==> src/rtl/comp2_slice_sequencer_pkg.sv <==
// Shared types and constants for the two's-complement slice sequencer.
// Holds the default widths, the state encoding and the requester ids.
package comp2_slice_sequencer_pkg;

  localparam int WIDTH_DEF = 32;
  localparam int SLICE_DEF = 8;

  typedef enum logic [1:0] {
    IDLE = 2'd0,
    RUN  = 2'd1,
    DONE = 2'd2
  } seq_state_t;

  localparam logic ID_MUL = 1'b0;
  localparam logic ID_DIV = 1'b1;

endpackage

==> src/rtl/comp2_slice.sv <==
// Combinational SLICE-bit two's-complement cell chain.
// With cmp=1 it adds cin to the inverted operand; with cmp=0 it passes the operand through.
module comp2_slice
  import comp2_slice_sequencer_pkg::*;
#(
  parameter int SLICE = SLICE_DEF
) (
  input  logic [SLICE-1:0] a,
  input  logic             cin,
  input  logic             cmp,
  output logic [SLICE-1:0] r,
  output logic             cout
);

  logic [SLICE:0]   c;
  logic [SLICE-1:0] x;

  always_comb begin
    c    = '0;
    x    = '0;
    r    = '0;
    // Carry-in is forced to zero for pass-through so a stale carry cannot leak in.
    c[0] = cin & cmp;
    for (int i = 0; i < SLICE; i++) begin
      x[i]   = a[i] ^ cmp;
      r[i]   = x[i] ^ c[i];
      c[i+1] = x[i] & c[i];
    end
    cout = c[SLICE];
  end

endmodule

==> src/rtl/comp2_slice_sequencer.sv <==
// Shares one comp2_slice between two requesters: round-robin accept, then
// WIDTH/SLICE serial passes LSB first, result held on a valid/ready port.
module comp2_slice_sequencer
  import comp2_slice_sequencer_pkg::*;
#(
  parameter int WIDTH = WIDTH_DEF,
  parameter int SLICE = SLICE_DEF
) (
  input  logic             clk,
  input  logic             rst,
  input  logic             req0_valid,
  output logic             req0_ready,
  input  logic [WIDTH-1:0] req0_a,
  input  logic             req0_cmp,
  input  logic             req1_valid,
  output logic             req1_ready,
  input  logic [WIDTH-1:0] req1_a,
  input  logic             req1_cmp,
  output logic             out_valid,
  input  logic             out_ready,
  output logic [WIDTH-1:0] out_r,
  output logic             out_id,
  output logic             out_ovf,
  output logic             busy
);

  localparam int NPASS = WIDTH / SLICE;
  localparam int KW    = (NPASS > 1) ? $clog2(NPASS) : 1;

  seq_state_t       state, state_next;
  logic [WIDTH-1:0] a_q;
  logic [WIDTH-1:0] r_q;
  logic             cmp_q;
  logic             id_q;
  logic             carry_q;
  logic             last_grant_q;
  logic [KW-1:0]    k_q;

  logic             grant;
  logic             accept;
  logic             last_pass;
  logic [SLICE-1:0] slice_a;
  logic [SLICE-1:0] slice_r;
  logic             slice_cout;

  // Round-robin: a lone requester always wins; on contention the one not served last wins.
  always_comb begin
    grant = req1_valid;
    if (req0_valid && req1_valid) grant = ~last_grant_q;
  end

  assign accept     = (state == IDLE) && (req0_valid || req1_valid);
  assign req0_ready = accept && !grant;
  assign req1_ready = accept && grant;

  assign last_pass = (k_q == KW'(NPASS - 1));
  assign slice_a   = a_q[k_q*SLICE +: SLICE];

  comp2_slice #(.SLICE(SLICE)) u_slice (
    .a    (slice_a),
    .cin  (carry_q),
    .cmp  (cmp_q),
    .r    (slice_r),
    .cout (slice_cout)
  );

  always_comb begin
    state_next = state;
    case (state)
      IDLE:    if (accept) state_next = RUN;
      RUN:     if (last_pass) state_next = DONE;
      DONE:    if (out_ready) state_next = IDLE;
      default: state_next = IDLE;
    endcase
  end

  always_ff @(posedge clk) begin
    if (rst) state <= IDLE;
    else     state <= state_next;
  end

  always_ff @(posedge clk) begin
    if (rst) begin
      a_q          <= '0;
      r_q          <= '0;
      cmp_q        <= 1'b0;
      id_q         <= ID_MUL;
      carry_q      <= 1'b0;
      k_q          <= '0;
      last_grant_q <= ID_DIV;
    end else begin
      case (state)
        IDLE: begin
          if (accept) begin
            a_q          <= grant ? req1_a : req0_a;
            cmp_q        <= grant ? req1_cmp : req0_cmp;
            carry_q      <= grant ? req1_cmp : req0_cmp;
            id_q         <= grant;
            last_grant_q <= grant;
            k_q          <= '0;
          end
        end
        RUN: begin
          r_q[k_q*SLICE +: SLICE] <= slice_r;
          carry_q                 <= slice_cout;
          k_q                     <= k_q + 1'b1;
        end
        default: ;
      endcase
    end
  end

  assign out_valid = (state == DONE);
  assign out_r     = r_q;
  assign out_id    = id_q;
  // Only -MIN overflows: the operand and its negation both carry the sign bit.
  assign out_ovf   = cmp_q & a_q[WIDTH-1] & r_q[WIDTH-1];
  assign busy      = (state != IDLE);

endmodule

==> config.mk <==
export PLATFORM = sky130hd
export DESIGN_NAME = comp2_slice_sequencer
export DESIGN_NICKNAME = d
export VERILOG_FILES = /design/src/rtl/comp2_slice_sequencer_pkg.sv /design/src/rtl/comp2_slice.sv /design/src/rtl/comp2_slice_sequencer.sv
export SDC_FILE = /design/constraint.sdc
export NUM_CORES = 1
export LEC_CHECK = 0
export BUFFER_PORTS_ARGS = -buffer_cell sky130_fd_sc_hd__buf_2
export CORE_MARGIN = 2
export CORE_UTILIZATION = 46
export CTS_CLUSTER_SIZE = 16
export DETAILED_ROUTE_END_ITERATION = 10
export PLACE_DENSITY = 0.76
export REMOVE_ABC_BUFFERS = 1
export SYNTH_ARGS = -nofsm -noshare
export SYNTH_HDL_FRONTEND = slang
export SYNTH_HIERARCHICAL = 1
export SYNTH_SLANG_ARGS = --single-unit
export TNS_END_PERCENT = 30
==> constraint.sdc <==
create_clock -name clk -period 3.5 [get_ports clk]
set_clock_uncertainty 0.1 [all_clocks]
set_input_delay 0.35 -clock clk [delete_from_list [all_inputs] [get_ports clk]]
set_output_delay 0.35 -clock clk [all_outputs]
set_load 0.05 [all_outputs]
# Word level (Yosys, flattened, before mapping)
# Index checks and enable logic that the tools add are counted.
[word_totals]
reg_bits = 72
input_bits = 71
output_inout_bits = 38
[classes]
n_addsub = 2
n_eq_ne = 6
n_shift = 3
muxes = 12
n_bitwise = 28
n_reduce_logical = 12
[ops]
columns = ["cell", "count"]
rows = [
  ["$neg A5 Y34", 1],
  ["$shift A8 B34 Y32 const A", 1],
  ["$shiftx A8 B34 Y32", 1],
  ["$bwmux W32", 1],
  ["$mux W32", 1],
  ["$shiftx A32 B6 Y8", 1],
  ["$xor A1 B1 Y1", 16],
  ["$and A1 B1 Y1", 11],
  ["$mux W2", 4],
  ["$pmux W2 S3", 1],
  ["$eq A2 B2 Y1 const B", 2],
  ["$logic_and A1 B1 Y1", 4],
  ["$ne A2 B2 Y1 const B", 2],
  ["$pmux W2 S2", 1],
  ["$reduce_and A2 Y1", 2],
  ["$reduce_bool A2 Y1", 2],
  ["$mux W1", 3],
  ["$reduce_and A3 Y1", 1],
  ["$add A2 B1 Y2 const B", 1],
  ["$eq A2 B1 Y1 const B", 1],
  ["$logic_not A2 Y1", 1],
  ["$ne A2 B1 Y1 const B", 1],
  ["$pmux W1 S2", 1],
  ["$logic_not A1 Y1", 1],
  ["2 further kinds", 2],
]

# Depth between registers and ports, before layout
[logic_depth]
depth_word = 12
ltp_mapped = 13
depth_no_buf = 12

# By module
# The synthesis kept the hierarchy.
[modules_own_cells]
columns = ["mod", "n_inst", "cells_each", "area_each_um2"]
rows = [
  ["comp2_slice_sequencer", 1, 360, 3210.6],
  ["comp2_slice", 1, 18, 188.9],
]

# Worst setup path after synthesis
# Ideal clock, no wire load.
[synth_timing]
path_kind = "register -> register"
from = "reg k_q[0]"
to = "reg r_q[15] (netlist: out_r[15])"
t_arrival_ns = 3.174
path_slack_ns = 0.109
path_stages_with_launch = 13
period_less_slack_ns = 3.391
path_cell_list = "dfxtp_1 > buf_2 > mux4_2 > xor2_1 > ha_1 > ha_1 > ha_1 > ha_1 > ha_1 > ha_1 > ha_1 > ha_1 > a22o_1"
[synth_via]
elab_chain_len = 12
elab_cells_between_ends = 28
classes_between = "1 x add/sub; 3 x shift; 1 x mux; 23 x bitwise"
[synth_lines]
columns = ["element", "line_no", "source"]
rows = [
  ["start: declaration", "comp2_slice_sequencer.sv:37", "logic [KW-1:0] k_q;"],
  ["start signal: assignment", "comp2_slice_sequencer.sv:106", "k_q <= k_q + 1'b1;"],
  ["$shiftx A32 B6 Y8", "comp2_slice_sequencer.sv:57", "assign slice_a = a_q[k_q*SLICE +: SLICE];"],
  ["net slice_a[0]", "comp2_slice_sequencer.sv:42", "logic [SLICE-1:0] slice_a;"],
  ["$xor A1 B1 Y1", "comp2_slice.sv:25", "x[i] = a[i] ^ cmp;"],
  ["$and A1 B1 Y1 (7 in series)", "comp2_slice.sv:27", "c[i+1] = x[i] & c[i];"],
  ["$xor A1 B1 Y1", "comp2_slice.sv:26", "r[i] = x[i] ^ c[i];"],
  ["net slice_r[7]", "comp2_slice_sequencer.sv:43", "logic [SLICE-1:0] slice_r;"],
  ["$shiftx A8 B34 Y32", "comp2_slice_sequencer.sv:104", "r_q[k_q*SLICE +: SLICE] <= slice_r;"],
  ["$bwmux W32", "comp2_slice_sequencer.sv:104", ""],
  ["end signal: indexed assignment", "comp2_slice_sequencer.sv:104", ""],
  ["end: declaration", "comp2_slice_sequencer.sv:32", "logic [WIDTH-1:0] r_q;"],
]
# The timed path passes the listed nets, and every way through them passes these cells.
# A chain may end at the register's enable or synchronous reset.

# Worst setup path in the final report
[layout_timing]
from = "reg k_q[0]"
to = "reg carry_q"
[layout_via]
elab_chain_len = 11
elab_cells_between_ends = 18
classes_between = "1 x shift; 1 x mux; 16 x bitwise"
[layout_lines]
columns = ["element", "line_no", "source"]
rows = [
  ["$shiftx A32 B6 Y8", "comp2_slice_sequencer.sv:57", ""],
  ["net slice_a[0]", "comp2_slice_sequencer.sv:42", ""],
  ["$xor A1 B1 Y1", "comp2_slice.sv:25", ""],
  ["$and A1 B1 Y1 (8 in series)", "comp2_slice.sv:27", ""],
  ["net slice_cout", "comp2_slice_sequencer.sv:44", "logic slice_cout;"],
  ["$pmux W1 S2", "comp2_slice_sequencer.sv:92", "case (state)"],
  ["end signal: assignment", "comp2_slice_sequencer.sv:97", "carry_q <= grant ? req1_cmp : req0_cmp;"],
  ["end signal: assignment", "comp2_slice_sequencer.sv:105", "carry_q <= slice_cout;"],
  ["end: declaration", "comp2_slice_sequencer.sv:35", "logic carry_q;"],
]
# The timed path passes the listed nets, and every way through them passes these cells.

==> metrics.md <==
| Metric | Value |
|---|---|
| Worst slew margin | `21.1%` |
| Setup TNS | `0 ns` |
| Global-route wire length before repair | `approximately 15 mm` |
| GR Overflow Total | `0` |
| Yosys Warn Count | `6` |
| Hpwl dp | `6.35 mm` |
| Switching Fraction | `29.0%` |
| R2R setup slack | `0.35 ns` |
| Post-synth cell types | `37` |
| Final setup viols | `0` |
| Pwr Density | `474 nW/um^2` |
| DRC viols | `0` |
| Post-CTS Hold Buffers | `0` |
| Worst-margin pin slew | `1.18 ns` |
| Register area share after synthesis | `approximately 42%` |
| CTS tree | `yes` |
| P_leak | `0.00179 uW` |
| Worst hold path class | `input port to flip-flop` |
| Number of diodes | `0` |
| Worst setup path startpoint | `k_q[0]$_SDFFE_PP0P_` |
| FF/Latch Area | `between 1000 and 1500 sq um` |
| Int Pwr | `roughly 1400 uW` |
| GRT Total Usage | `22.8%` |
| FF+latch count, synth | `72` |
| Area delta synth->final | `24.0%` |
| Cts bufs inserted | `9` |
| Number of cells after detailed placement | `around 560` |
| Rows | `31` |
| Outcome | `finished, final reports clean` |
| Clock tree buffer depth | `2` |
| Worst Hold Launch | `out_ready` |
| Vias/cell | `approximately 5.7` |
| Critical Path Max Stage Delay | `0.53 ns` |
| Max Transition Viols Final | `0` |
| Worst path required time | `between 3 and 4 ns` |
| Startpoint Class | `flip-flop` |
| TritonRoute pass-1 iters | `5` |
| Min cycle time layout | `3.15 ns` |
| RSZ-0062 raised after global routing | `no` |
| Cell mode on critical path | `ha_1` |
| Final Hold Fails | `0` |
| H-Tree Depth | `3` |
| CP bufs+invs | `0` |
| Post-Syn Area | `between 3000 and 4000 sq um` |
| DRT iter0 DRCs | `225` |
| Register share of total power | `44.8%` |
| Max Cap Viol | `0` |
| Post-route ant nets | `0` |
| Resize count post-CTS | `0` |
| Core Region | `7210 sq um` |
| Root Buffer | `clkbuf_8` |
| Syn avg cell area | `8.99 sq um` |
| Largest net degree at the start of global routing | `60` |
| Vias | `3286` |
| Critical-path maximum fanout | `3` |
| Initial antenna violation count | `0` |
| P_sw | `between 500 and 600 uW` |
| Clock Power Share | `between 30% and 40%` |
| Final-layout fill cell count | `692` |
| Routed WL | `~9.0 mm` |
| Period utilization | `about 90%` |
| Die footprint | `8090 sq um` |
| Drt wl/cell | `~16 um` |
| Number of I/O port buffers | `roughly 110` |
| Post-Synthesis Cells | `378` |
| Chip width | `90.0 um` |
| Critical-path top delay cell | `mux4_2` |
| Io pins | `109` |
| Die Y | `90.0 um` |
| Post-CTS Setup Inserts | `0` |
| Starting Density | `between 40% and 50%` |
| Largest delay share family, worst path | `adder cells` |
| Finished Layout Cells | `575` |
| Fmax | `between 0.3 and 0.4 GHz` |
| Fraction of layout cells with a size suffix above 1 | `31.7%` |
| Crit path kind | `flip-flop to flip-flop` |
| Final nets | `555` |
| Combinational power share | `18.9%` |
| Worst skew pair latency | `0.35 ns` |
| CP Capture Type | `flip-flop` |
| Final estimated routing congestion in global placement | `0.865` |
| Clock sinks | `just over 70` |
| Clk pin slew, worst setup/hold paths | `around 0.08 ns` |
| Multi-input gate area | `1810 sq um` |
| Critical-path cell list | `mux4_2 > xor2_1 > ha_1 > ha_1 > ha_1 > ha_1 > ha_1 > ha_1 > ha_1 > ha_1 > a221oi_1 > o22ai_1` |
| WP data arrival | `3.26 ns` |
| Vias in the first global route | `3189` |
| VDD IR max | `0.000214 V` |
| RR Startpoint | `k_q[0]$_SDFFE_PP0P_` |
-- area by class of cell --
cell class / count / area share, %
multi-input combinational: 267 / 42.9
sequential: 72 / 34.2
timing repair buffer: 116 / 14.3
clock buffer: 10 / 3.27
tap: 99 / 2.94
clock inverter: 6 / 1.96
inverter: 5 / 0.445
-- stage by stage --
stage	setup slack [ns]	area, sq um	util (%)	total power, uW	hold WS (ns)
floorplan	0.0457	3260	-	1140	0.319
global placement	0.428	3990	55.4	1280	0.341
detailed placement	0.358	3990	55.4	1280	0.346
CTS	0.326	4210	58.4	2010	0.152
global route	0.144	4210	58.4	2080	0.162
finish	0.347	4210	58.4	2000	0.164
-- power by group through the flow --
| stage | Sequential, uW | Combinational [uW] | Clock (uW) |
|---|---|---|---|
| floorplan | 933 | 207 | 0 |
| global placement | 911 | 365 | 0 |
| detailed placement | 915 | 370 | 0 |
| CTS | 896 | 374 | 736 |
| global route | 901 | 409 | 774 |
| finish | 896 | 377 | 726 |
-- routing by layer --
metal	up-vias	wire length [um]	global-route usage (%)	part of all wire, %
met4	0	174	10.0	1.9
met3	16	589	4.44	6.5
met2	137	4070	36.4	45
li1	1594	-	-	-
met5	-	0	0	0
met1	1539	4180	30.4	46
-- kinds of logic after synthesis --
logic type	Yosys count	share of synthesized area [%]
AND/OR/NAND/NOR	125	20.3
adder cells (fa/ha/maj)	13	4.78
multiplexers	9	5.59
XOR/XNOR	8	2.06
buffers and inverters	39	4.71
flip-flops	72	42.4
AO/OA/AOI/OAI	112	20.1
-- synth_stat cells --
cell type	number	area, sq um
a21boi_2	1	11.3
a21oi_1	23	115
a221oi_1	1	8.76
a22o_1	16	140
a2bb2oi_1	1	8.76
a311oi_1	1	8.76
a31oi_1	32	200
and2_2	1	7.51
and3_1	2	12.5
and3b_1	2	17.5
buf_1	4	15.0
buf_2	5	25.0
buf_6	1	11.3
clkbuf_1	24	90.1
dfxtp_1	72	1440
ha_1	13	163
inv_1	5	18.8
mux2i_1	1	10.0
mux4_2	8	180
nand2_1	20	75.1
nand2b_1	3	18.8
nand3_1	80	400
nand3b_1	3	22.5
nor2_1	3	11.3
nor2b_1	2	12.5
nor3_4	1	16.3
nor3b_2	2	25.0
nor4_4	1	21.3
nor4b_1	1	8.76
nor4b_2	1	15.0
o211ai_1	2	15.0
o21ai_0	34	170
o22ai_1	1	6.26
or2_2	1	6.26
or3_1	1	6.26
or4b_4	1	13.8
xor2_1	8	70.1
-- state kept, by name, summed over array words and instances (netlist names) --
register      count
a_q              32
carry_q           1
cmp_q             1
k_q               2
last_grant_q      1
out_id            1
out_r            32
state             2
-- final timing paths --
path,end,cells past startpoint
worst min register to register,out_r[29]$_SDFFE_PP0P_,2
worst max-delay path,carry_q$_SDFFE_PP0P_,12
worst min-delay path,state[1]$_SDFFE_PP0P_,3
worst max register to register,carry_q$_SDFFE_PP0P_,12
-- cells in the final DEF, fill, tap and decap left out, types with 2 or more instances in the layout --
master,count
a21oi_1,23
nand3_1,80
o21ai_0,34
buf_4,8
buf_2,108
a22o_1,16
clkbuf_8,10
nor2b_1,2
nand2_1,20
and3b_1,2
and3_1,2
a31oi_1,32
clkinv_2,3
o211ai_1,2
nand2b_1,3
nor2_2,2
mux4_2,8
inv_1,5
dfxtp_1,72
xor2_1,8
ha_1,13
nand3b_1,3
bufinv_16,2
-- worst min-delay path, delay by kind of cell --
kind	cells	cell delay, ns
AO/OA/AOI/OAI	1	0.06
AND/OR/NAND/NOR	1	0.09
buffers and inverters	1	0.07
Note: power is estimated with default switching activity, not from simulation.
